$ cat config.mk
export PLATFORM = sky130hd
export DESIGN_NAME = constraint_sweep_ctrl
export DESIGN_NICKNAME = d
export VERILOG_FILES = /design/src/rtl/constraint_sweep_ctrl.sv
export SDC_FILE = /design/constraint.sdc
export NUM_CORES = 1
export LEC_CHECK = 0
export BUFFER_PORTS_ARGS = -buffer_cell sky130_fd_sc_hd__buf_2
export CORE_ASPECT_RATIO = 0.6
export CORE_UTILIZATION = 55
export DETAILED_ROUTE_END_ITERATION = 10
export PLACE_DENSITY_LB_ADDON = 0.15
export SLEW_MARGIN = 20
export SYNTH_ARGS = -nofsm -noshare
export SYNTH_HDL_FRONTEND = slang
export SYNTH_SLANG_ARGS = --single-unit
export TNS_END_PERCENT = 100
$ cat constraint.sdc
create_clock -name clk -period 7 [get_ports clk]
set_input_delay 0.35 -clock clk [delete_from_list [all_inputs] [get_ports clk]]
set_output_delay 0.35 -clock clk [all_outputs]
set_load 0.01 [all_outputs]
$ cat src/rtl/constraint_sweep_ctrl.sv
// Hardware sweep driver for single-output constraint evaluators: issues candidates
// by counter or LFSR, samples the latency-aligned result, counts hits, keeps the first hit.
module constraint_sweep_ctrl #(
    parameter int unsigned W         = 64,
    parameter int unsigned CW        = 32,
    parameter int unsigned LAT       = 0,
    parameter logic [63:0] LFSR_TAPS = 64'hD800_0000_0000_0000
) (
    input  logic          clk,
    input  logic          rst_n,
    input  logic          start_i,
    input  logic          mode_i,
    input  logic          stop_on_sat_i,
    input  logic [W-1:0]  seed_i,
    input  logic [CW-1:0] max_count_i,
    output logic          cand_valid_o,
    output logic [W-1:0]  cand_data_o,
    input  logic          cand_x_i,
    output logic          busy_o,
    output logic          done_o,
    output logic [CW-1:0] issued_count_o,
    output logic [CW-1:0] sat_count_o,
    output logic          first_sat_found_o,
    output logic [W-1:0]  first_sat_data_o
);

    localparam int unsigned PD = (LAT == 0) ? 1 : LAT;
    localparam logic [W-1:0] TAPS = LFSR_TAPS[W-1:0];

    typedef enum logic [1:0] {
        S_IDLE  = 2'd0,
        S_RUN   = 2'd1,
        S_DRAIN = 2'd2,
        S_DONE  = 2'd3
    } state_e;

    state_e        state_q;
    logic          mode_q;
    logic          stop_q;
    logic [CW-1:0] max_q;
    logic          cand_valid_q;
    logic [W-1:0]  cand_data_q;
    logic [CW-1:0] issued_q;
    logic [CW-1:0] sat_q;
    logic          found_q;
    logic [W-1:0]  found_data_q;
    logic          busy_q;
    logic          done_q;

    logic [PD-1:0] tag_v_q;
    logic [W-1:0]  tag_d_q [PD];

    logic [W-1:0]  cand_next_d;
    logic [CW-1:0] issued_d;
    logic [W-1:0]  seed_eff_c;
    logic          sample_v_c;
    logic [W-1:0]  sample_d_c;
    logic          sample_hit_c;
    logic          inflight_c;

    // Next candidate: wrapping increment or right-shifting Galois LFSR.
    always_comb begin
        cand_next_d = cand_data_q + W'(1);
        if (mode_q) begin
            cand_next_d = (cand_data_q >> 1) ^ (cand_data_q[0] ? TAPS : '0);
        end
        issued_d   = issued_q + CW'(1);
        seed_eff_c = (mode_i && (seed_i == '0)) ? W'(1) : seed_i;
    end

    // Result alignment: the tag at depth LAT belongs to the cand_x seen this cycle.
    always_comb begin
        sample_v_c = cand_valid_q;
        sample_d_c = cand_data_q;
        if (LAT != 0) begin
            sample_v_c = tag_v_q[PD-1];
            sample_d_c = tag_d_q[PD-1];
        end
        sample_hit_c = sample_v_c & cand_x_i;
        inflight_c   = 1'b0;
        for (int i = 0; i + 1 < int'(LAT); i++) begin
            inflight_c = inflight_c | tag_v_q[i];
        end
    end

    always_ff @(posedge clk or negedge rst_n) begin
        if (!rst_n) begin
            tag_v_q <= '0;
            for (int i = 0; i < int'(PD); i++) begin
                tag_d_q[i] <= '0;
            end
        end else begin
            tag_v_q[0] <= cand_valid_q;
            tag_d_q[0] <= cand_data_q;
            for (int i = 1; i < int'(PD); i++) begin
                tag_v_q[i] <= tag_v_q[i-1];
                tag_d_q[i] <= tag_d_q[i-1];
            end
        end
    end

    always_ff @(posedge clk or negedge rst_n) begin
        if (!rst_n) begin
            state_q      <= S_IDLE;
            mode_q       <= 1'b0;
            stop_q       <= 1'b0;
            max_q        <= '0;
            cand_valid_q <= 1'b0;
            cand_data_q  <= '0;
            issued_q     <= '0;
            sat_q        <= '0;
            found_q      <= 1'b0;
            found_data_q <= '0;
            busy_q       <= 1'b0;
            done_q       <= 1'b0;
        end else begin
            // Results are counted while RUN or DRAIN; only the first hit is latched.
            if (busy_q && sample_hit_c) begin
                sat_q <= sat_q + CW'(1);
                if (!found_q) begin
                    found_q      <= 1'b1;
                    found_data_q <= sample_d_c;
                end
            end
            case (state_q)
                S_IDLE, S_DONE: begin
                    if (start_i) begin
                        mode_q       <= mode_i;
                        stop_q       <= stop_on_sat_i;
                        max_q        <= max_count_i;
                        cand_data_q  <= seed_eff_c;
                        issued_q     <= '0;
                        sat_q        <= '0;
                        found_q      <= 1'b0;
                        found_data_q <= '0;
                        if (max_count_i == '0) begin
                            state_q      <= S_DONE;
                            cand_valid_q <= 1'b0;
                            busy_q       <= 1'b0;
                            done_q       <= 1'b1;
                        end else begin
                            state_q      <= S_RUN;
                            cand_valid_q <= 1'b1;
                            busy_q       <= 1'b1;
                            done_q       <= 1'b0;
                        end
                    end
                end
                S_RUN: begin
                    issued_q    <= issued_d;
                    cand_data_q <= cand_next_d;
                    if ((issued_d == max_q) || (stop_q && sample_hit_c)) begin
                        state_q      <= S_DRAIN;
                        cand_valid_q <= 1'b0;
                    end
                end
                S_DRAIN: begin
                    if (!inflight_c) begin
                        state_q <= S_DONE;
                        busy_q  <= 1'b0;
                        done_q  <= 1'b1;
                    end
                end
                default: begin
                    state_q <= S_IDLE;
                end
            endcase
        end
    end

    assign cand_valid_o      = cand_valid_q;
    assign cand_data_o       = cand_data_q;
    assign busy_o            = busy_q;
    assign done_o            = done_q;
    assign issued_count_o    = issued_q;
    assign sat_count_o       = sat_q;
    assign first_sat_found_o = found_q;
    assign first_sat_data_o  = found_data_q;

endmodule
==> results.ini <==
[synth]
synthMuxAreaShare_pct=2.82
synth-main-ff-cell=dfrtp_1
synth_enable_flop_cells=0
syn_nets=1766
synth-simple-area-share_pct=27.5
synth_xor_area_share_pct=8.15
ys_types=71
synth_area_mm2=0.0135
ys_ff_latch=232
syn_avg_cell_area_um2=8.17
synth_fa_ha_area_share_pct=0.554
yosysWarningCount=0
syn-instance-count=1658
synth-compound-area-share_pct=13.7
synth_top_family_by_area=simple AND/OR/NAND/NOR gates
seq_area_frac_synth_pct=42.9
ys_async_sr_fraction_pct=100

[grt]
grt_max_degree=99
antenna_found_initial=3
grt_pass1_wl_mm=66.9
grt_remaining_overflow=0
first_global_vias=11800
grtUsageTotal_pct=33.7

[critical_path]
cp-start-kind=flip-flop
slowest_stage=nor2_1
path_delay_family=simple AND/OR/NAND/NOR gates
end_kind=flip-flop
timing_worst_setup_path_type=flip-flop to flip-flop
worst-path-stages=9
required_ns=7.46
max_stage_delay_ns=0.83
worstPathArrival_ns=4.23
crit_path_max_fanout=68
rr_worst_depth=9
path_buf_inv=3
crit_chain=inv_1 > ha_2 > buf_4 > inv_2 > o21a_4 > nor2_1 > nand2_1 > o21ai_0 > a221o_1

[cts]
cts_buffers=24
insertion_delay_ns=0.53
clk_pin_slew_ns=0.07
cts_buffer_depth=3
htree_levels=1
cts.sinks=232
cts_resized=0
clockRootBuffer=clkbuf_16
cts_tree=yes

[timing]
fin_crit_sh_pct=53.7
slew_violations=0
min_period_ns=3.76
fmax_mhz=266
grt_setup_unrepaired=no
tightest_slew_ns=0.952
hold_violations=0
setup-tns-final_ns=0
setup_viol=0
slew_headroom_pct=36.3
fin_skew_ns=0.0156

[final_layout]
design_area_mm2=0.0159
final_common_cell=nand2_1
drive_gt1_share_pct=19.9
final_cell_mix=nand2_1 (373), buf_2 (296), dfrtp_1 (231)
final_nets=1983
syn_to_final_growth_pct=17.8
layoutNonFillerInstCount=2216

[power]
powerDensity_mw_per_mm2=439
combPwrFrac_pct=43.6
switchingPower_mw=3.22
p_int_mw=3.79
swShare_pct=45.9
p_leak_nw=7.42
seqPwrFrac_pct=36.4
pwr-share-clk_pct=19.9
peakVddDrop_mv=0.277

[floorplanning]
die_h_um=124
coreArea_mm2=0.0242
io_pins=298
start_util_pct=56.0
row_count=44
die_area_mm2=0.0253
die_x_um=205

[detailed_routing]
num_vias=13300
postRouteAntennaNets=0
routed_wl_mm=43.4
post_drt_wl_per_cell_um=19.6
first_pass_iters=6
routed_via_density=6.02
dr.first_iter.drc_count=1590
route.detailed.drc=0

[placement]
hpwl_mm=30.3
place_inst=2170
io_buffers=297
place_congestion=0.990
post_dp_cell_area_mm2=0.0151

[min_path]
hold_class=primary input to flip-flop
hold_depth=3

[job]
maxCapViolCount=0

[run_status]
run_status=complete, no violations

[per-layer routing]
layer / share of wire [%] / vias to the layer above / global-route usage, %
li1: - / 6195 / -
met1: 47 / 6383 / 53.4
met2: 41 / 708 / 45.8
met3: 11 / 55 / 8.22
met4: 1.6 / 0 / 6.53
met5: 0 / - / 0
[through the flow]
step / power (mW) / hold WS [ns] / utilization (%) / setup WS (ns)
finish: 7.01 / 0.0215 / 66.0 / 3.24
global placement: 5.47 / 0.434 / 62.4 / 3.50
CTS: 6.96 / 0.00969 / 66.0 / 3.37
global route: 7.47 / 0.0170 / 66.0 / 3.07
floorplan: 4.44 / 0.0544 / - / 4.18
detailed placement: 5.56 / 0.436 / 62.4 / 3.39
[worst min-delay path, delay by kind of cell]
| family | cells | cell delay [ns] |
|---|---|---|
| buffers and inverters | 1 | 0.08 |
| and+or+nand+nor | 2 | 0.08 |
[final cells by class]
class,count,area (um2)
Fill cell,2106,8220
Multi-Input combinational cell,1280,7180
Sequential cell,232,5810
Timing Repair Buffer,310,1600
Clock buffer,32,692
Tap cell,322,403
Clock inverter,10,159
Inverter,27,101
Antenna cell,3,7.51
[sequential cells by signal, indices dropped and copies added, names as in the netlist]
register and cells:
cand_data_o 64, first_sat_data_o 64, issued_count_o 32, max_q 32
sat_count_o 32, state_q 2, busy_o 1, cand_valid_o 1
done_o 1, first_sat_found_o 1, mode_q 1, stop_q 1
[Yosys cell counts (3+ instances only)]
| library cell | number | area (um2) |
|---|---|---|
| nand4_1 | 39 | 244 |
| and2_1 | 5 | 31.3 |
| o221ai_1 | 5 | 43.8 |
| a221o_1 | 6 | 60.1 |
| o22ai_1 | 4 | 25.0 |
| a211oi_1 | 4 | 30.0 |
| nand2_1 | 373 | 1400 |
| dfrtp_1 | 232 | 5810 |
| mux2i_1 | 37 | 370 |
| a31oi_1 | 7 | 43.8 |
| and3_1 | 49 | 307 |
| inv_1 | 27 | 101 |
| nand2b_1 | 3 | 18.8 |
| a22o_1 | 8 | 70.1 |
| buf_4 | 6 | 45.0 |
| ha_1 | 6 | 75.1 |
| xnor2_1 | 56 | 490 |
| buf_1 | 3 | 11.3 |
| o21ai_1 | 5 | 25.0 |
| xor2_1 | 70 | 613 |
| o21ai_0 | 106 | 531 |
| o31ai_1 | 8 | 60.1 |
| and4_1 | 12 | 105 |
| nor2_1 | 109 | 409 |
| nand3_1 | 67 | 335 |
| o21a_1 | 3 | 22.5 |
| or3_1 | 17 | 106 |
| nor2b_1 | 5 | 31.3 |
| nor4_1 | 35 | 219 |
| or2_2 | 3 | 18.8 |
| clkbuf_1 | 107 | 402 |
| nor3_1 | 35 | 175 |
| a21oi_1 | 143 | 716 |
| o211ai_1 | 11 | 82.6 |
[power groups by stage]
stage	Combinational (mW)	Sequential, mW	Clock (mW)
2_1_floorplan	2.03	2.42	0
3_3_place_gp	2.94	2.53	0
3_5_place_dp	3.02	2.54	0
4_1_cts	3.03	2.53	1.40
5_1_grt	3.38	2.62	1.46
6_report	3.06	2.55	1.40
[final timing paths]
kind	startpoint	end	slack [ns]
hold / removal	max_count_i[19]	max_q[19]	0.02
setup reg to reg	state_q[1]	cand_data_o[62]	3.24
hold reg to reg	stop_q	stop_q	0.48
setup / recovery	state_q[1]	cand_data_o[62]	3.24
max in group asynchronous	rst_n	mode_q	5.07
min in group asynchronous	rst_n	max_q[3]	0.45
[cell families (layout without fill, tap and decap cells)]
group           after synthesis  after routing
flops                       232            232
fa+ha+maj                     6              6
xor+xnor                    126            126
other cells                   0              3
mux                          38             38
simple gates                783            783
buf+inv                     146            379
compound gates              327            327
[timing repair]
item	4_1_cts	5_1_grt
hold endpoints to repair	96	0
hold buffers	1	0
buffers inserted	0	0
setup endpoints to repair	0	0
Power figures use the tool's default switching activity.
